[src/rtl/hazard_ctrl_if.sv]
// Hazard controller port bundle: D/E/M/W register
// fields and md controls in, stall/forward selects out.
interface hazard_ctrl_if #(
  parameter int REG_AW = 5,
  parameter int T_W    = 2,
  parameter int CNT_W  = 32
);
  logic [REG_AW-1:0] rs_D;
  logic [REG_AW-1:0] rt_D;
  logic [T_W-1:0]    tuse_rs_D;
  logic [T_W-1:0]    tuse_rt_D;
  logic              md_use_D;
  logic [REG_AW-1:0] rs_E;
  logic [REG_AW-1:0] rt_E;
  logic [REG_AW-1:0] a3_E;
  logic [REG_AW-1:0] a3_M;
  logic [REG_AW-1:0] a3_W;
  logic [T_W-1:0]    tnew_E;
  logic [T_W-1:0]    tnew_M;
  logic              md_start_E;
  logic              md_div_E;
  logic              md_cancel;
  logic              stall;
  logic              bubble_E;
  logic [1:0]        fwd_rs_D;
  logic [1:0]        fwd_rt_D;
  logic [1:0]        fwd_rs_E;
  logic [1:0]        fwd_rt_E;
  logic              md_busy;
  logic [CNT_W-1:0]  stall_cnt;

  modport master (
    output rs_D, rt_D, tuse_rs_D, tuse_rt_D,
    output md_use_D, rs_E, rt_E,
    output a3_E, a3_M, a3_W, tnew_E, tnew_M,
    output md_start_E, md_div_E, md_cancel,
    input  stall, bubble_E,
    input  fwd_rs_D, fwd_rt_D, fwd_rs_E, fwd_rt_E,
    input  md_busy, stall_cnt
  );

  modport slave (
    input  rs_D, rt_D, tuse_rs_D, tuse_rt_D,
    input  md_use_D, rs_E, rt_E,
    input  a3_E, a3_M, a3_W, tnew_E, tnew_M,
    input  md_start_E, md_div_E, md_cancel,
    output stall, bubble_E,
    output fwd_rs_D, fwd_rt_D, fwd_rs_E, fwd_rt_E,
    output md_busy, stall_cnt
  );
endinterface

[src/rtl/hazard_ctrl.sv]
// Tuse/Tnew hazard controller for the 5-stage pipeline:
// stall/bubble, D/E forwarding, md busy tracking, stall counter.
module hazard_ctrl #(
  parameter int REG_AW     = 5,
  parameter int T_W        = 2,
  parameter int MUL_CYCLES = 5,
  parameter int DIV_CYCLES = 10,
  parameter int CNT_W      = 32
) (
  input logic         clk,
  input logic         reset,
  hazard_ctrl_if.slave hz
);

  localparam int MD_W = $clog2(DIV_CYCLES + 1);
  localparam logic [T_W-1:0] T_NONE = '1;

  typedef logic [REG_AW-1:0] reg_t;
  typedef logic [T_W-1:0]    t_t;

  function automatic logic data_hz(
    input reg_t s,   input t_t tu,
    input reg_t a3e, input t_t tne,
    input reg_t a3m, input t_t tnm
  );
    logic hit_e;
    logic hit_m;
    hit_e = (s == a3e) && (tne > tu);
    hit_m = (s == a3m) && (tnm > tu);
    return (s != '0) && (tu != T_NONE)
           && (hit_e || hit_m);
  endfunction

  function automatic logic [1:0] fwd_d(
    input reg_t s,
    input reg_t a3e, input t_t tne,
    input reg_t a3m, input t_t tnm,
    input reg_t a3w
  );
    logic [1:0] sel;
    sel = 2'd0;
    if (s == '0)
      sel = 2'd0;
    else if (s == a3e && tne == '0)
      sel = 2'd1;
    else if (s == a3m && tnm == '0)
      sel = 2'd2;
    else if (s == a3w)
      sel = 2'd3;
    return sel;
  endfunction

  // E stage never selects code 1: an E-to-E path does not exist.
  function automatic logic [1:0] fwd_e(
    input reg_t s,
    input reg_t a3m, input t_t tnm,
    input reg_t a3w
  );
    logic [1:0] sel;
    sel = 2'd0;
    if (s == '0)
      sel = 2'd0;
    else if (s == a3m && tnm == '0)
      sel = 2'd2;
    else if (s == a3w)
      sel = 2'd3;
    return sel;
  endfunction

  logic [MD_W-1:0]  md_cnt;
  logic [CNT_W-1:0] cnt_q;
  logic             busy;
  logic             hz_rs;
  logic             hz_rt;
  logic             hz_md;
  logic             stall_w;

  assign busy  = (md_cnt != '0) || hz.md_start_E;

  assign hz_rs = data_hz(hz.rs_D, hz.tuse_rs_D,
                         hz.a3_E, hz.tnew_E,
                         hz.a3_M, hz.tnew_M);
  assign hz_rt = data_hz(hz.rt_D, hz.tuse_rt_D,
                         hz.a3_E, hz.tnew_E,
                         hz.a3_M, hz.tnew_M);
  assign hz_md = hz.md_use_D && busy;

  assign stall_w     = hz_rs || hz_rt || hz_md;
  assign hz.stall    = stall_w;
  assign hz.bubble_E = stall_w;
  assign hz.md_busy  = busy;
  assign hz.stall_cnt = cnt_q;

  assign hz.fwd_rs_D = fwd_d(hz.rs_D,
                             hz.a3_E, hz.tnew_E,
                             hz.a3_M, hz.tnew_M,
                             hz.a3_W);
  assign hz.fwd_rt_D = fwd_d(hz.rt_D,
                             hz.a3_E, hz.tnew_E,
                             hz.a3_M, hz.tnew_M,
                             hz.a3_W);
  assign hz.fwd_rs_E = fwd_e(hz.rs_E,
                             hz.a3_M, hz.tnew_M,
                             hz.a3_W);
  assign hz.fwd_rt_E = fwd_e(hz.rt_E,
                             hz.a3_M, hz.tnew_M,
                             hz.a3_W);

  // Cancel beats a same-cycle start so a flushed md never runs.
  always_ff @(posedge clk) begin
    if (!reset)
      md_cnt <= '0;
    else if (hz.md_cancel)
      md_cnt <= '0;
    else if (hz.md_start_E)
      md_cnt <= hz.md_div_E ? MD_W'(DIV_CYCLES)
                            : MD_W'(MUL_CYCLES);
    else if (md_cnt != '0)
      md_cnt <= md_cnt - 1'b1;
  end

  always_ff @(posedge clk) begin
    if (!reset)
      cnt_q <= '0;
    else if (stall_w && cnt_q != '1)
      cnt_q <= cnt_q + 1'b1;
  end

endmodule

[src/flat_wrapper.sv]
// flat-port wrapper written by rule: the top's interface ports become plain ports
module hazard_ctrl_flat 
#(
  parameter int REG_AW     = 5,
  parameter int T_W        = 2,
  parameter int MUL_CYCLES = 5,
  parameter int DIV_CYCLES = 10,
  parameter int CNT_W      = 32
)
  (clk, reset, hz_rs_D, hz_rt_D, hz_tuse_rs_D, hz_tuse_rt_D, hz_md_use_D, hz_rs_E, hz_rt_E, hz_a3_E, hz_a3_M, hz_a3_W, hz_tnew_E, hz_tnew_M, hz_md_start_E, hz_md_div_E, hz_md_cancel, hz_stall, hz_bubble_E, hz_fwd_rs_D, hz_fwd_rt_D, hz_fwd_rs_E, hz_fwd_rt_E, hz_md_busy, hz_stall_cnt);
  hazard_ctrl_if #(.REG_AW(REG_AW), .T_W(T_W), .CNT_W(CNT_W)) hz_i ();
  input logic clk;
  input logic reset;
  input wire logic [$bits(hz_i.rs_D)-1:0] hz_rs_D;
  input wire logic [$bits(hz_i.rt_D)-1:0] hz_rt_D;
  input wire logic [$bits(hz_i.tuse_rs_D)-1:0] hz_tuse_rs_D;
  input wire logic [$bits(hz_i.tuse_rt_D)-1:0] hz_tuse_rt_D;
  input wire logic [$bits(hz_i.md_use_D)-1:0] hz_md_use_D;
  input wire logic [$bits(hz_i.rs_E)-1:0] hz_rs_E;
  input wire logic [$bits(hz_i.rt_E)-1:0] hz_rt_E;
  input wire logic [$bits(hz_i.a3_E)-1:0] hz_a3_E;
  input wire logic [$bits(hz_i.a3_M)-1:0] hz_a3_M;
  input wire logic [$bits(hz_i.a3_W)-1:0] hz_a3_W;
  input wire logic [$bits(hz_i.tnew_E)-1:0] hz_tnew_E;
  input wire logic [$bits(hz_i.tnew_M)-1:0] hz_tnew_M;
  input wire logic [$bits(hz_i.md_start_E)-1:0] hz_md_start_E;
  input wire logic [$bits(hz_i.md_div_E)-1:0] hz_md_div_E;
  input wire logic [$bits(hz_i.md_cancel)-1:0] hz_md_cancel;
  output wire logic [$bits(hz_i.stall)-1:0] hz_stall;
  output wire logic [$bits(hz_i.bubble_E)-1:0] hz_bubble_E;
  output wire logic [$bits(hz_i.fwd_rs_D)-1:0] hz_fwd_rs_D;
  output wire logic [$bits(hz_i.fwd_rt_D)-1:0] hz_fwd_rt_D;
  output wire logic [$bits(hz_i.fwd_rs_E)-1:0] hz_fwd_rs_E;
  output wire logic [$bits(hz_i.fwd_rt_E)-1:0] hz_fwd_rt_E;
  output wire logic [$bits(hz_i.md_busy)-1:0] hz_md_busy;
  output wire logic [$bits(hz_i.stall_cnt)-1:0] hz_stall_cnt;
  assign hz_i.rs_D = hz_rs_D;
  assign hz_i.rt_D = hz_rt_D;
  assign hz_i.tuse_rs_D = hz_tuse_rs_D;
  assign hz_i.tuse_rt_D = hz_tuse_rt_D;
  assign hz_i.md_use_D = hz_md_use_D;
  assign hz_i.rs_E = hz_rs_E;
  assign hz_i.rt_E = hz_rt_E;
  assign hz_i.a3_E = hz_a3_E;
  assign hz_i.a3_M = hz_a3_M;
  assign hz_i.a3_W = hz_a3_W;
  assign hz_i.tnew_E = hz_tnew_E;
  assign hz_i.tnew_M = hz_tnew_M;
  assign hz_i.md_start_E = hz_md_start_E;
  assign hz_i.md_div_E = hz_md_div_E;
  assign hz_i.md_cancel = hz_md_cancel;
  assign hz_stall = hz_i.stall;
  assign hz_bubble_E = hz_i.bubble_E;
  assign hz_fwd_rs_D = hz_i.fwd_rs_D;
  assign hz_fwd_rt_D = hz_i.fwd_rt_D;
  assign hz_fwd_rs_E = hz_i.fwd_rs_E;
  assign hz_fwd_rt_E = hz_i.fwd_rt_E;
  assign hz_md_busy = hz_i.md_busy;
  assign hz_stall_cnt = hz_i.stall_cnt;
  hazard_ctrl #(.REG_AW(REG_AW), .T_W(T_W), .MUL_CYCLES(MUL_CYCLES), .DIV_CYCLES(DIV_CYCLES), .CNT_W(CNT_W)) u_core (.clk(clk), .reset(reset), .hz(hz_i));
endmodule
[config.mk]
export PLATFORM = sky130hd
export DESIGN_NAME = hazard_ctrl_flat
export DESIGN_NICKNAME = d
export VERILOG_FILES = /design/src/rtl/hazard_ctrl_if.sv /design/src/rtl/hazard_ctrl.sv /design/src/flat_wrapper.sv
export SDC_FILE = /design/constraint.sdc
export NUM_CORES = 1
export LEC_CHECK = 0
export CORE_MARGIN = 4
export CORE_UTILIZATION = 28
export DETAILED_ROUTE_END_ITERATION = 16
export GPL_TIMING_DRIVEN = 0
export SLEW_MARGIN = 20
export SYNTH_ARGS = -nofsm -noshare
export SYNTH_HDL_FRONTEND = slang
export SYNTH_SLANG_ARGS = --single-unit
[constraint.sdc]
create_clock -name clk -period 4.3 [get_ports clk]
set_input_delay 1.075 -clock clk [delete_from_list [all_inputs] [get_ports clk]]
set_output_delay 1.075 -clock clk [all_outputs]
set_load 0.01 [all_outputs]
# After elaboration in Yosys (flattened, before gate mapping)
# Index checks and enable logic that the tools add are counted.
# word_totals
out_inout_bits	43
word_cells	71
ff_bits	36
in_bits	49
# classes
reduce_logical	32
eq_ne	13
n_mux	17
bitwise	1
order_cmp	4
n_addsub	2
# op_table
operator	count
$eq 5x5->1	10
$add 32x1->32 const B	1
$ne 32x32->1 const B	1
$mux 2	14
$logic_not 5->1	4
$logic_and 1x1->1	16
$mux 4	3
$reduce_bool 5->1	2
$gt 2x2->1	4
$logic_or 1x1->1	5
$logic_not 2->1	2
$ne 2x2->1 const B	2
$reduce_bool 4->1	1
$sub 4x1->4 const B	1
$reduce_bool 2->1	1
$reduce_or 2->1	1
$not 1->1	1

# Longest topological paths before layout
# depth
depth_word	7
ltp_mapped	12

# Worst setup path before layout
# Ideal clock, no wire load.
# synth_path
kind	input-to-output
from	input hz_rs_D[1]
to	output hz_stall
t_arrival_ns	2.759
path_buffers	4
stages	10
path_slack_ns	0.466
cell_sequence	or4_1 -> nor2_1 -> a21oi_1 -> a32oi_1 -> and3_1 -> buf_6 -> buf_6 -> buf_2 -> inv_1 -> buf_4
# synth_between
elab_chain_cells	6
# synth_lines
element	line	source
from (decl)	flat_wrapper.sv:14	input wire logic [$bits(hz_i.rs_D)-1:0] hz_rs_D;
$eq 5x5->1 (on tied branches)	hazard_ctrl.sv:28, hazard_ctrl.sv:29	
$logic_and 1x1->1 (on tied branches)	hazard_ctrl.sv:28, hazard_ctrl.sv:29	
$logic_or 1x1->1	hazard_ctrl.sv:31	&& (hit_e || hit_m);
$logic_and 1x1->1 (*)	hazard_ctrl.sv:31	
$logic_or 1x1->1 (*) (2 in a row)	hazard_ctrl.sv:88	assign stall_w = hz_rs || hz_rt || hz_md;
to (decl)	flat_wrapper.sv:29	output wire logic [$bits(hz_i.stall)-1:0] hz_stall;
# Every way passes the cells marked *; elsewhere a longest branch is shown, timed or not.

# Final worst setup path
# layout_path
from	input hz_a3_W[1]
to	output hz_fwd_rt_D[0]
# layout_between
elab_chain_cells	5
# layout_lines
element	line	source
from (decl)	flat_wrapper.sv:23	input wire logic [$bits(hz_i.a3_W)-1:0] hz_a3_W;
$eq 5x5->1	hazard_ctrl.sv:48	else if (s == a3w)
$mux 2	hazard_ctrl.sv:48	
$mux 2	hazard_ctrl.sv:46	else if (s == a3m && tnm == '0)
$mux 2	hazard_ctrl.sv:44	else if (s == a3e && tne == '0)
$mux 2	hazard_ctrl.sv:42	if (s == '0)
to (decl)	flat_wrapper.sv:32	output wire logic [$bits(hz_i.fwd_rt_D)-1:0] hz_fwd_rt_D;
# Every way passes these cells.

==> report_table.html <==
<table>
<tr><th>Metric</th><th>Value</th></tr>
<tr><th colspan="2">Synthesis</th></tr>
<tr><td>Post-synthesis net count</td><td>427</td></tr>
<tr><td>Synth Flop Type</td><td>dfxtp_1</td></tr>
<tr><td>Proportion of register bits with asynchronous set or reset after synthesis</td><td>0</td></tr>
<tr><td>Summed instance area of the synthesized netlist</td><td>2910 um^2</td></tr>
<tr><td>Number of standard cells after synthesis</td><td>367</td></tr>
<tr><td>Xor-xnor portion of the synthesized cell area</td><td>0.160</td></tr>
<tr><td>Ys Warns</td><td>0</td></tr>
<tr><td>Mux share of post-synthesis cell area</td><td>0.0413</td></tr>
<tr><td>Post-synthesis register bit count</td><td>36</td></tr>
<tr><td>Share of the synthesized area in the top cell type</td><td>0.248</td></tr>
<tr><td>Number of enable-type register cells in the synthesized netlist</td><td>0</td></tr>
<tr><td>Adder-cell area share of the yosys netlist</td><td>0.0473</td></tr>
<tr><td>Simple-gate portion of the synthesized area</td><td>0.305</td></tr>
<tr><td>Dominant cells by area after synthesis</td><td>dfxtp_1, xnor2_1, xor2_1</td></tr>
<tr><td>Yosys top cell by area</td><td>dfxtp_1</td></tr>
<tr><td>Compound-gate portion of the synthesized area</td><td>0.146</td></tr>
<tr><td>Synthesized area per cell</td><td>7.93 um^2</td></tr>
<tr><td>Largest family of logic cells by synthesized area</td><td>simple AND/OR/NAND/NOR gates</td></tr>
<tr><td>Count of different cell masters after synthesis</td><td>44</td></tr>
<tr><td>Sequential-to-total area share from yosys stat</td><td>0.248</td></tr>
<tr><th colspan="2">Route</th></tr>
<tr><td>Count of TritonRoute iterations in the first routing pass</td><td>4</td></tr>
<tr><td>Number of DRC violations after detailed routing</td><td>0</td></tr>
<tr><td>Detail-routed via count per cell</td><td>5.29</td></tr>
<tr><td>Number of DRC markers after the initial detailed-route iteration</td><td>173</td></tr>
<tr><td>Average routed wire per standard cell</td><td>16.4 um</td></tr>
<tr><td>Routed Wire Length</td><td>9780 um</td></tr>
<tr><td>Post-detailed-route count of antenna-violating nets</td><td>0</td></tr>
<tr><td>Detailed-route via count</td><td>3159</td></tr>
<tr><th colspan="2">Clock tree</th></tr>
<tr><td>Number of levels the H-tree was split into</td><td>2</td></tr>
<tr><td>TritonCTS clock tree</td><td>yes</td></tr>
<tr><td>Buffer cell driving the clock tree root</td><td>clkbuf_8</td></tr>
<tr><td>Number of CTS-inserted buffers</td><td>5</td></tr>
<tr><td>Clock tree buffer depth</td><td>2</td></tr>
<tr><td>Sink count of the clock tree</td><td>36</td></tr>
<tr><td>Clock transition at path regs</td><td>0.08 ns</td></tr>
<tr><td>Insertion delay to the later sink of the worst-skew pair</td><td>0.29 ns</td></tr>
<tr><th colspan="2">Final layout</th></tr>
<tr><td>Area Growth Syn to Fin</td><td>40.3%</td></tr>
<tr><td>Final #Nets</td><td>524</td></tr>
<tr><td>Fraction of layout cells with a size suffix above 1</td><td>0.0560</td></tr>
<tr><td>Utilization after layout</td><td>0.410</td></tr>
<tr><td>Most common cell after layout, fill and taps aside</td><td>clkdlybuf4s50_1</td></tr>
<tr><td>Commonest cells after routing, fill and taps aside</td><td>clkdlybuf4s50_1, dfxtp_1, nand2_1</td></tr>
<tr><td>Diodes inserted</td><td>0</td></tr>
<tr><th colspan="2">Timing</th></tr>
<tr><td>Fraction of the cycle the final worst path needs</td><td>0.980</td></tr>
<tr><td>Post-Route Hold Slack</td><td>0.486 ns</td></tr>
<tr><td>Maximum clock frequency</td><td>237 MHz</td></tr>
<tr><td>Final critical-path setup slack</td><td>0.0876 ns</td></tr>
<tr><td>Transition time of the tightest slew-check pin</td><td>0.605 ns</td></tr>
<tr><td>Headroom to the max-slew limit</td><td>0.597</td></tr>
<tr><td>Time the final worst path needs with I/O delays and setup</td><td>4.21 ns</td></tr>
<tr><td>Final hold viol count</td><td>0</td></tr>
<tr><td>Setup TNS after final layout</td><td>0 ns</td></tr>
<tr><td>Clock tree skew after final layout</td><td>0.0121 ns</td></tr>
<tr><td>Number of pins with negative max-slew slack in the final report</td><td>0</td></tr>
<tr><td>Setup-failing EPs final</td><td>0</td></tr>
<tr><th colspan="2">Power and ir drop</th></tr>
<tr><td>Sw Ratio</td><td>0.301</td></tr>
<tr><td>Worst vdd rail ir drop</td><td>0.000111 V</td></tr>
<tr><td>Final Total Pwr</td><td>0.802 mW</td></tr>
<tr><td>Clock Power Share</td><td>0.288</td></tr>
<tr><td>Int Power</td><td>0.561 mW</td></tr>
<tr><td>Net switching power of the design</td><td>0.242 mW</td></tr>
<tr><td>Power per Cell Area</td><td>196 nW/um^2</td></tr>
<tr><td>Share of total power in sequential cells</td><td>0.425</td></tr>
<tr><td>P_leak</td><td>1.38 nW</td></tr>
<tr><td>Combinational share of power</td><td>0.287</td></tr>
<tr><th colspan="2">Worst hold path</th></tr>
<tr><td>HP Class</td><td>flip-flop to flip-flop</td></tr>
<tr><td>Hold wc startpoint</td><td>u_core.hz.stall_cnt[14]$_SDFFE_PN0P_</td></tr>
<tr><th colspan="2">GRT</th></tr>
<tr><td>Global-route wire length before repair</td><td>14900 um</td></tr>
<tr><td>Total congestion overflow after global routing</td><td>0</td></tr>
<tr><td>Tot GR Track Use</td><td>0.156</td></tr>
<tr><td>Vias in the first global route</td><td>3037</td></tr>
<tr><td>Initial antenna violation count</td><td>0</td></tr>
<tr><td>Pin count of the biggest net entering global routing</td><td>28</td></tr>
<tr><th colspan="2">Setup path</th></tr>
<tr><td>Crit Path Category</td><td>input port to output pin</td></tr>
<tr><td>R2R Setup Slk</td><td>1.42 ns</td></tr>
<tr><td>R2r worst-path depth</td><td>8</td></tr>
<tr><td>Top cell by count, worst path</td><td>clkdlybuf4s50_1</td></tr>
<tr><td>CP Launch Type</td><td>input port</td></tr>
<tr><td>R2R Path Start</td><td>u_core.hz.stall_cnt[3]$_SDFFE_PN0P_</td></tr>
<tr><td>CP Cell Sequence</td><td>clkdlybuf4s50_1 &gt; xor2_1 &gt; nor3_1 &gt; nand3_1 &gt; nand2b_1 &gt; a21oi_1 &gt; clkdlybuf4s50_1</td></tr>
<tr><td>Data required, critical path</td><td>3.22 ns</td></tr>
<tr><td>Slowest cell delay on critical path</td><td>0.59 ns</td></tr>
<tr><td>Critical R2R Capture</td><td>u_core.hz.stall_cnt[8]$_SDFFE_PN0P_</td></tr>
<tr><td>Critical Path Slowest Stage Cell</td><td>clkdlybuf4s50_1</td></tr>
<tr><td>Critical Path Source</td><td>hz_a3_W[1]</td></tr>
<tr><td>Critical Path Sink Type</td><td>output pin</td></tr>
<tr><td>Critical path fanouts, max</td><td>4</td></tr>
<tr><td>CP Data Arrival Time</td><td>3.14 ns</td></tr>
<tr><td>Critical path capture point</td><td>hz_fwd_rt_D[0]</td></tr>
<tr><th colspan="2">Floorplan</th></tr>
<tr><td>Die outline area</td><td>12100 um^2</td></tr>
<tr><td>Initial core utilization</td><td>0.292</td></tr>
<tr><td>Die outline width</td><td>110 um</td></tr>
<tr><td>Number of cell rows</td><td>36</td></tr>
<tr><td>Die outline height</td><td>110 um</td></tr>
<tr><td>Core region area</td><td>9950 um^2</td></tr>
<tr><td>I/O pin total</td><td>92</td></tr>
<tr><th colspan="2">Run</th></tr>
<tr><td>Number of max-cap violations</td><td>0</td></tr>
<tr><th colspan="2">Placed design</th></tr>
<tr><td>Minimum setup slack after placement</td><td>-0.784 ns</td></tr>
<tr><td>Number of input and output port buffers inserted</td><td>90</td></tr>
<tr><td>Post-detail-place hpwl</td><td>7480 um</td></tr>
<tr><td>Routability congestion estimate from global placement</td><td>0.829</td></tr>
<tr><th colspan="2">Outcome</th></tr>
<tr><td>Status</td><td>finished, final reports clean</td></tr>
</table>
==> flip-flops by register name, summed over array words and instances, names as in the netlist <==
name                 flops
u_core.hz.stall_cnt     32
u_core.md_cnt            4
==> power groups by stage <==
stage               registers, mW  logic [mW]  clock network (mW)
finish                      0.341       0.230               0.231
global route                0.341       0.251               0.247
CTS                         0.341       0.219               0.236
detailed placement          0.349       0.225                   0
global placement            0.349       0.221                   0
floorplan                   0.349       0.115                   0
==> cells by family (layout without fill, tap and decap cells) <==
group                    Yosys count  after routing
AO/OA/AOI/OAI                     62             62
XOR/XNOR                          53             53
adder cells (fa/ha/maj)           11             11
buffers and inverters             34            131
flip-flops                        36             36
multiplexers                      12             12
AND/OR/NAND/NOR                  159            159
==> Yosys cell counts, drive strengths merged (2+ instances only) <==
cell type,n
a21oi,23
inv,15
clkbuf,9
o311ai,7
dfxtp,36
buf,10
mux2i,12
nand2b,19
ha,11
a221oi,2
nand3,17
nor2b,2
xor2,26
xnor2,27
nor4,12
or4,14
nor3,12
nor3b,3
or3,4
and2,2
nand4,17
o21ai,7
o41ai,8
o22a,2
nand2,30
o31ai,8
and3,6
nor2,16
==> per-stage QoR <==
stage / cells / area, um^2
6_report: 597 / 4080
5_1_grt: 597 / 4080
4_1_cts: 595 / 4040
3_5_place_dp: 590 / 3980
3_3_place_gp: 590 / 3980
2_1_floorplan: 367 / 2910
==> routing by layer <==
layer	share of wire	wire [um]	vias to the layer above	global-route usage
met5	0	0	-	0
met3	0.056	546	18	0.0241
met4	0.022	218	0	0.0508
met1	0.44	4270	1506	0.203
met2	0.49	4750	90	0.261
li1	-	-	1545	-
==> critical path, delay by kind of cell <==
kind / cells / cell delay (ns)
buffers and inverters: 2 / 1.14
and+or+nand+nor: 3 / 0.55
xor gates and xnor gates: 1 / 0.22
AOI/OAI and AO/OA: 1 / 0.15
==> worst min path at each step <==
stage / slack [ns] / depth (start not counted) / endpoint
5_1_grt: 0.52 / 2 / u_core.hz.stall_cnt[10]$_SDFFE_PN0P_
2_1_floorplan: 0.50 / 2 / u_core.hz.stall_cnt[10]$_SDFFE_PN0P_
6_report: 0.49 / 2 / u_core.hz.stall_cnt[14]$_SDFFE_PN0P_
3_5_place_dp: 0.48 / 2 / u_core.hz.stall_cnt[14]$_SDFFE_PN0P_
4_1_cts: 0.49 / 2 / u_core.hz.stall_cnt[14]$_SDFFE_PN0P_
3_3_place_gp: 0.47 / 2 / u_core.hz.stall_cnt[14]$_SDFFE_PN0P_
==> what timing repair did <==
action,CTS,global route
setup endpoints to repair,3,4
pin swaps,2,2
cloned,0,1
hold buffers,0,0
resized for setup,23,4
setup buffers,0,1
==> area by class of cell <==
cell class              count  area (um^2)
plain buffers              17         90.1
well taps                 133          166
multi-input cells         297         2050
inverters                  15         56.3
flip-flops and latches     36          721
clock inverters             1         5.00
repair buffers             92          922
fillers                  1017         5870
clock buffers               6         72.6
Power figures use the tool's default switching activity.
